### src/rtl/usr_deframer.sv
// rtl/usr_deframer.sv - serial-to-parallel deframer: sync hunt, word assembly, even-parity check
// Good words are offered on a valid/ready port; a busy slot drops the new word and flags overflow.
module usr_deframer #(
  parameter int                   DATA_BITS    = 4,
  parameter int                   SYNC_BITS    = 4,
  parameter logic [SYNC_BITS-1:0] SYNC_PATTERN = 4'b1011,
  parameter int                   ERR_W        = 8
) (
  input  logic                 clk,
  input  logic                 reset,
  input  logic                 clear,
  input  logic                 sin_valid,
  input  logic                 sin_bit,
  input  logic                 out_ready,
  output logic                 out_valid,
  output logic [DATA_BITS-1:0] out_data,
  output logic                 locked,
  output logic                 parity_err,
  output logic                 overflow,
  output logic [ERR_W-1:0]     err_count
);

  localparam logic [1:0] S_HUNT     = 2'd0;
  localparam logic [1:0] S_DATA     = 2'd1;
  localparam logic [1:0] S_PARITY   = 2'd2;
  localparam logic [1:0] S_SYNC_CHK = 2'd3;

  localparam int FILL_W = $clog2(SYNC_BITS + 1);
  localparam int BCNT_W = $clog2(DATA_BITS + 1);

  localparam logic [FILL_W-1:0] FILL_FULL = FILL_W'(SYNC_BITS);
  localparam logic [FILL_W-1:0] SYNC_LAST = FILL_W'(SYNC_BITS - 1);
  localparam logic [BCNT_W-1:0] BCNT_LAST = BCNT_W'(DATA_BITS - 1);
  localparam logic [ERR_W-1:0]  ERR_MAX   = '1;

  logic [1:0]           r_state;
  logic [SYNC_BITS-1:0] r_window;
  logic [FILL_W-1:0]    r_fill;
  logic [FILL_W-1:0]    r_sync_cnt;
  logic [DATA_BITS-1:0] r_shreg;
  logic [BCNT_W-1:0]    r_bit_cnt;
  logic                 r_out_valid;
  logic [DATA_BITS-1:0] r_out_data;
  logic                 r_locked;
  logic                 r_parity_err;
  logic                 r_overflow;
  logic [ERR_W-1:0]     r_err_count;

  logic [SYNC_BITS-1:0] w_window_nxt;
  logic [FILL_W-1:0]    w_fill_nxt;
  logic                 w_hunt_hit;
  logic [SYNC_BITS-1:0] w_exp_pat;
  logic                 w_sync_ok;
  logic                 w_par_good;
  logic                 w_new_word;
  logic                 w_xfer;

  assign w_window_nxt = {r_window[SYNC_BITS-2:0], sin_bit};
  assign w_fill_nxt   = (r_fill == FILL_FULL) ? r_fill : r_fill + FILL_W'(1);
  assign w_hunt_hit   = (w_fill_nxt == FILL_FULL) && (w_window_nxt == SYNC_PATTERN);
  // Expected sync bit is the pattern MSB after discarding the bits already matched.
  assign w_exp_pat    = SYNC_PATTERN << r_sync_cnt;
  assign w_sync_ok    = (sin_bit == w_exp_pat[SYNC_BITS-1]);
  assign w_par_good   = ~^{r_shreg, sin_bit};
  assign w_new_word   = sin_valid && (r_state == S_PARITY) && w_par_good;
  assign w_xfer       = r_out_valid && out_ready;

  always_ff @(posedge clk or negedge reset) begin
    if (!reset) begin
      r_state      <= S_HUNT;
      r_window     <= '0;
      r_fill       <= '0;
      r_sync_cnt   <= '0;
      r_shreg      <= '0;
      r_bit_cnt    <= '0;
      r_out_valid  <= 1'b0;
      r_out_data   <= '0;
      r_locked     <= 1'b0;
      r_parity_err <= 1'b0;
      r_overflow   <= 1'b0;
      r_err_count  <= '0;
    end else if (clear) begin
      r_state      <= S_HUNT;
      r_window     <= '0;
      r_fill       <= '0;
      r_sync_cnt   <= '0;
      r_shreg      <= '0;
      r_bit_cnt    <= '0;
      r_out_valid  <= 1'b0;
      r_out_data   <= '0;
      r_locked     <= 1'b0;
      r_parity_err <= 1'b0;
      r_overflow   <= 1'b0;
      r_err_count  <= '0;
    end else begin
      r_parity_err <= 1'b0;
      r_overflow   <= 1'b0;
      if (sin_valid) begin
        case (r_state)
          S_HUNT: begin
            r_window <= w_window_nxt;
            r_fill   <= w_fill_nxt;
            if (w_hunt_hit) begin
              r_state   <= S_DATA;
              r_bit_cnt <= '0;
              r_locked  <= 1'b1;
            end
          end
          S_DATA: begin
            r_shreg <= {r_shreg[DATA_BITS-2:0], sin_bit};
            if (r_bit_cnt == BCNT_LAST) begin
              r_state <= S_PARITY;
            end else begin
              r_bit_cnt <= r_bit_cnt + BCNT_W'(1);
            end
          end
          S_PARITY: begin
            r_state    <= S_SYNC_CHK;
            r_sync_cnt <= '0;
            if (!w_par_good) begin
              r_parity_err <= 1'b1;
              if (r_err_count != ERR_MAX) begin
                r_err_count <= r_err_count + ERR_W'(1);
              end
            end
          end
          default: begin
            // The window keeps tracking so a failed re-sync can resume hunting with a full window.
            r_window <= w_window_nxt;
            if (!w_sync_ok) begin
              r_state  <= S_HUNT;
              r_locked <= 1'b0;
              r_fill   <= FILL_FULL;
            end else if (r_sync_cnt == SYNC_LAST) begin
              r_state   <= S_DATA;
              r_bit_cnt <= '0;
            end else begin
              r_sync_cnt <= r_sync_cnt + FILL_W'(1);
            end
          end
        endcase
      end
      if (w_new_word) begin
        if (!r_out_valid || out_ready) begin
          r_out_data  <= r_shreg;
          r_out_valid <= 1'b1;
        end else begin
          r_overflow <= 1'b1;
        end
      end else if (w_xfer) begin
        r_out_valid <= 1'b0;
      end
    end
  end

  assign out_valid  = r_out_valid;
  assign out_data   = r_out_data;
  assign locked     = r_locked;
  assign parity_err = r_parity_err;
  assign overflow   = r_overflow;
  assign err_count  = r_err_count;

endmodule

### config.mk
export PLATFORM = sky130hd
export DESIGN_NAME = usr_deframer
export DESIGN_NICKNAME = d
export VERILOG_FILES = /design/src/rtl/usr_deframer.sv
export SDC_FILE = /design/constraint.sdc
export NUM_CORES = 1
export LEC_CHECK = 0
export CAP_MARGIN = 5
export CORE_ASPECT_RATIO = 1.75
export CORE_MARGIN = 4
export CORE_UTILIZATION = 53
export CTS_CLUSTER_SIZE = 16
export DETAILED_ROUTE_END_ITERATION = 7
export PLACE_DENSITY_LB_ADDON = 0.25
export SLEW_MARGIN = 20
export SYNTH_ARGS = -nofsm -noshare
export SYNTH_HDL_FRONTEND = slang
export SYNTH_SLANG_ARGS = --single-unit
### constraint.sdc
create_clock -name clk -period 2.6 [get_ports clk]
set_clock_uncertainty 0.05 [all_clocks]
set_input_delay 0.26 -clock clk [delete_from_list [all_inputs] [get_ports clk]]
set_output_delay 0.26 -clock clk [all_outputs]
set_load 0.01 [all_outputs]
## Yosys cells after proc, flatten, opt, wreduce, memory -nomap -nowiden

Index checks and enable logic that the tools add are counted.

| word-level totals | value |
|---|---|
| register bits | 34 |
| input bits | 6 |
| word-level logic and storage cells | 121 |

| cells by class | value |
|---|---|
| eq/ne operators | 20 |
| muxes and demuxes | 54 |
| reduce and logical (&&, ||, !) cells | 30 |
| shift operators | 1 |
| add/subtract/negate cells | 4 |

Operators by type and width:

| operator | count |
|---|---|
| 3-bit two-way mux | 17 |
| 8-bit two-way mux | 5 |
| 4-bit two-way mux | 6 |
| 4-bit AND reduction | 4 |
| 1-bit two-way mux | 15 |
| 2-bit two-way mux | 6 |
| 3-bit != test (second input constant) | 4 |
| 3-bit case mux with 2 select lines | 2 |
| 2-bit nonzero test | 6 |
| 3-bit by 1-bit adder with 3-bit output (second input constant) | 3 |
| 3-bit case mux with 3 select lines | 1 |
| 8-bit by 1-bit adder with 8-bit output (second input constant) | 1 |
| 8-bit != test (second input constant) | 1 |
| 2-bit AND reduction | 4 |
| 4-bit nonzero test | 2 |
| 3-bit by 2-bit == test with 1-bit output (second input constant) | 2 |
| 3-bit == test (second input constant) | 2 |
| 3-bit by 2-bit != test with 1-bit output (second input constant) | 2 |
| 6-bit by 2-bit != test with 1-bit output (second input constant) | 1 |
| 2-bit case mux with 3 select lines | 1 |
| 6-bit AND reduction | 1 |
| 3-bit nonzero test | 2 |
| 5-bit XNOR reduction | 1 |
| 4-bit == test (second input constant) | 1 |
| other kinds (13) | 19 |

## Logic depth before layout (Yosys ltp)

| logic depth | value |
|---|---|
| depth in word-level cells | 8 |
| mapped depth | 8 |

## Least setup slack after synthesis

OpenSTA, ideal clock, no wires.

| timing | value |
|---|---|
| path kind | register to register |
| start point | reg r_sync_cnt[0] |
| end point | reg r_state[1] |
| path buffers | 0 |
| period minus slack after synthesis | 2.021 ns |
| data arrival time | 1.875 ns |
| setup slack | 0.579 ns |
| stages on the path, launching flop included | 7 |
| path through | dfrtp_1 -> ha_1 -> o21ai_0 -> nand3b_1 -> or4_1 -> and3_1 -> o31ai_1 |

| between the ends | value |
|---|---|
| cells in the longest elaborated chain, start to end | 6 |
| elaborated cells on any way between the ends | 9 |
| those cells by class | eq/ne (3); shift (1); mux (4); reduce/logical (1) |

Ends and longest elaborated chain:

| what | RTL line | source |
|---|---|---|
| start, declared | 39 | `logic [FILL_W-1:0] r_sync_cnt;` |
| start signal, assigned | 138 | `r_sync_cnt <= r_sync_cnt + FILL_W'(1);` |
| 4-bit by 3-bit left shift with 4-bit output | 62 | `assign w_exp_pat = SYNC_PATTERN << r_sync_cnt;` |
| 1-bit == test | 63 | `assign w_sync_ok = (sin_bit == w_exp_pat[SYNC_BITS-1]);` |
| 2-bit two-way mux | 130 | `if (!w_sync_ok) begin` |
| 2-bit case mux with 3 select lines | 99 | `case (r_state)` |
| 2-bit two-way mux | 98 | `if (sin_valid) begin` |
| 2-bit two-way mux | 82 | `end else if (clear) begin` |
| end signal, assigned | 83 | `r_state <= S_HUNT;` |
| end signal, assigned | 104 | `r_state <= S_DATA;` |
| end signal, assigned | 131 | `r_state <= S_HUNT;` |
| end, declared | 36 | `logic [1:0] r_state;` |

Several ways; a longest one is shown, not always the timed one. The select of a mux whose other input is x is not followed.
A chain may end at the register's enable or synchronous reset.

## Worst setup path in the final report

Same ends and word-level chain as after synthesis.

==> results.toml <==
[status]
status = "finished, final reports clean"

[floorplan]
die_height_um = 88.3
die_w_um = 53.9
rows = 28
die-area_um2 = 4760
initial_core_util_pct = 56.3
ios = 22
core_um2 = 3470

[global_routing]
grtUsageTotal_pct = 21.5
globalRouteOverflowTotal = 0
antenna_found_initial = 0
grt_pass1_vias = 1730
grt_pass1_wl_um = 7490
grt_max_degree = 35

[setup_path]
ff2ff_path_depth = 6
critPathArrivalTime_ps = 2460
cp-end-kind = "flip-flop"
critical_path.startpoint_type = "flip-flop"
reg2reg_from = "r_sync_cnt[0]"
required_ps = 2720
r2r_setup_slack_ps = 260
crit_end = "r_state[1]"
crit_type = "flip-flop to flip-flop"
reg2reg_to = "r_state[1]"
critPathMaxFanout = 5
startpoint = "r_sync_cnt[0]"

[routing]
route.vias.total = 1593
ant_nets = 0
wire_per_inst_um = 15.7
drtIter0Drc = 50
drc = 0
viasPerCell = 5.92
wl_um = 4230
first_pass_iters = 4

[synth]
syn_avg_cell_area_um2 = 9.62
synth_cell_types = 37
ys.flop_type = "dfrtp_1"
syn_inst = 203
synth_nets = 221
synth_seq_area_share_pct = 43.6
yosys.area.top_type_share_pct = 43.6
syn_area_um2 = 1950
yosysTopAreaCell = "dfrtp_1"
synthArstFlopShare_pct = 100
synth_common_cells = "dfrtp_1 (34), nand2_1 (23), nor2_1 (18)"
ys_top_cells_by_area = "dfrtp_1 (44%), ha_1 (7.7%), nand2_1 (4.4%)"
synth.most_common_cell = "dfrtp_1"
synth.ff_latch_count = 34
yosysWarnings = 0
synth_edf_count = 0

[timing]
max_freq_mhz = 428
rsz0062_at_grt = "no"
finalCritPeriodShare_pct = 89.9
slew_viol_final = 0
period_minus_slack_ps = 2340
worst_slew_pin_slew_ps = 831
setup_viol = 0
tns_ps = 0
hold_viol = 0
max-slew-margin-rel_pct = 44.4

[final_layout]
num-fill-cells = 264
area_growth_pct = 17.1
n_antenna_cell = 0
final_nets = 243
stdcell_area_um2 = 2280
drive_gt1_share_pct = 7.14

[cts]
clock_path_buffers = 2
h-tree-depth = 2
cts-root-buf = "clkbuf_8"
cts_tree = "done"
cts.hold.buffers_added = 0
cts_sinks = 34
postCtsSetupBuffers = 0
cts_made_buffers = 5
cts.clk_slew.worst_paths_ps = 60
ctsResizeCount = 0
clk_latency_ps = 280

[placement]
placed_cell_area_um2 = 2200
portBuffers = 21
place.gp.congestion = 0.964
dp_hpwl_um = 3120

[pwr]
cellLeakagePower_nw = 0.940
power_density_nw_per_um2 = 438
peakVddDrop_mv = 0.509

[worst_hold_path]
hp-class = "input port to asynchronous set/reset pin"

[flow_run]
drv_cap = 0
sequential cells by signal (all words and copies together), names as in the netlist, 2 cells and up:
register,flops
err_count,8
out_data,4
r_bit_cnt,3
r_fill,3
r_shreg,4
r_state,2
r_sync_cnt,3
r_window,3
worst min-delay path by stage:
stage	to	slack, ps	depth (start not counted)
global route	r_window[1]	380	2
floorplan	err_count[0]	-90	0
detailed placement	r_bit_cnt[0]	460	1
CTS	r_window[1]	360	2
finish	r_window[1]	340	2
global placement	r_bit_cnt[0]	430	1
critical path, stage by stage, from the launching register on:
cell      delay [ps]
dfrtp_1          430
ha_1             240
o21ai_0          290
nand3b_1         250
or4_1            520
and3_1           230
o31ai_1          220
placed cells by master (no fill, tap or decap), types with 2 or more instances in the layout:
cell type and count:
o31ai_1 4, nand4_1 3, a21oi_1 12, inv_1 10, clkbuf_8 6, nand2b_1 6
buf_4 4, mux2i_1 8, clkdlybuf4s50_1 21, nor4_1 4, nand3_1 9, a211o_1 2
nor3_1 5, a311oi_1 2, ha_1 12, a2bb2oi_1 2, nand2_1 23, o21ai_0 6
nor2b_1 5, xnor2_1 6, nand3b_1 4, nor2_1 18, a211oi_1 3, dfrtp_1 34
or4_1 3
area by class of cell:
type                    count  area [um2]  share of cell area (%)
flip-flops and latches     34         851                    37.2
repair buffers             25         240                    10.5
clock buffers               6        82.6                    3.61
multi-input cells         149        1020                    44.5
inverters                  10        37.5                    1.64
well taps                  45        56.3                    2.46
per-layer routing:
layer | track usage, % | part of all wire [%]
met1 | 23.5 | 38
met2 | 37.5 | 55
met3 | 4.38 | 4.2
met4 | 11.6 | 3.0
met5 | 0 | 0
cell families after synthesis:
| logic type | count (synthesis) | share of synthesized area [%] |
|---|---|---|
| AO/OA/AOI/OAI | 36 | 12.6 |
| adder cells (fa/ha/maj) | 12 | 7.69 |
| multiplexers | 8 | 4.10 |
| buffers and inverters | 20 | 4.29 |
| flip-flops | 34 | 43.6 |
| AND/OR/NAND/NOR | 85 | 22.4 |
| XOR/XNOR | 8 | 5.32 |
per-stage QoR:
step	util (%)	instances	power (mW)	hold slack (ps)	setup slack, ps
detailed placement	63.5	263	0.631	458	12.5
finish	65.9	269	1.00	342	262
CTS	65.9	269	1.01	359	287
global placement	63.5	263	0.626	427	103
global route	65.9	269	1.04	385	64.4
floorplan	-	203	0.595	-85.6	579
power by group:
part           switching (mW)  internal (mW)  total, mW
registers             0.00580          0.534      0.540
clock network           0.175          0.204      0.379
logic                  0.0498         0.0304     0.0802
Power figures use the tool's default switching activity.
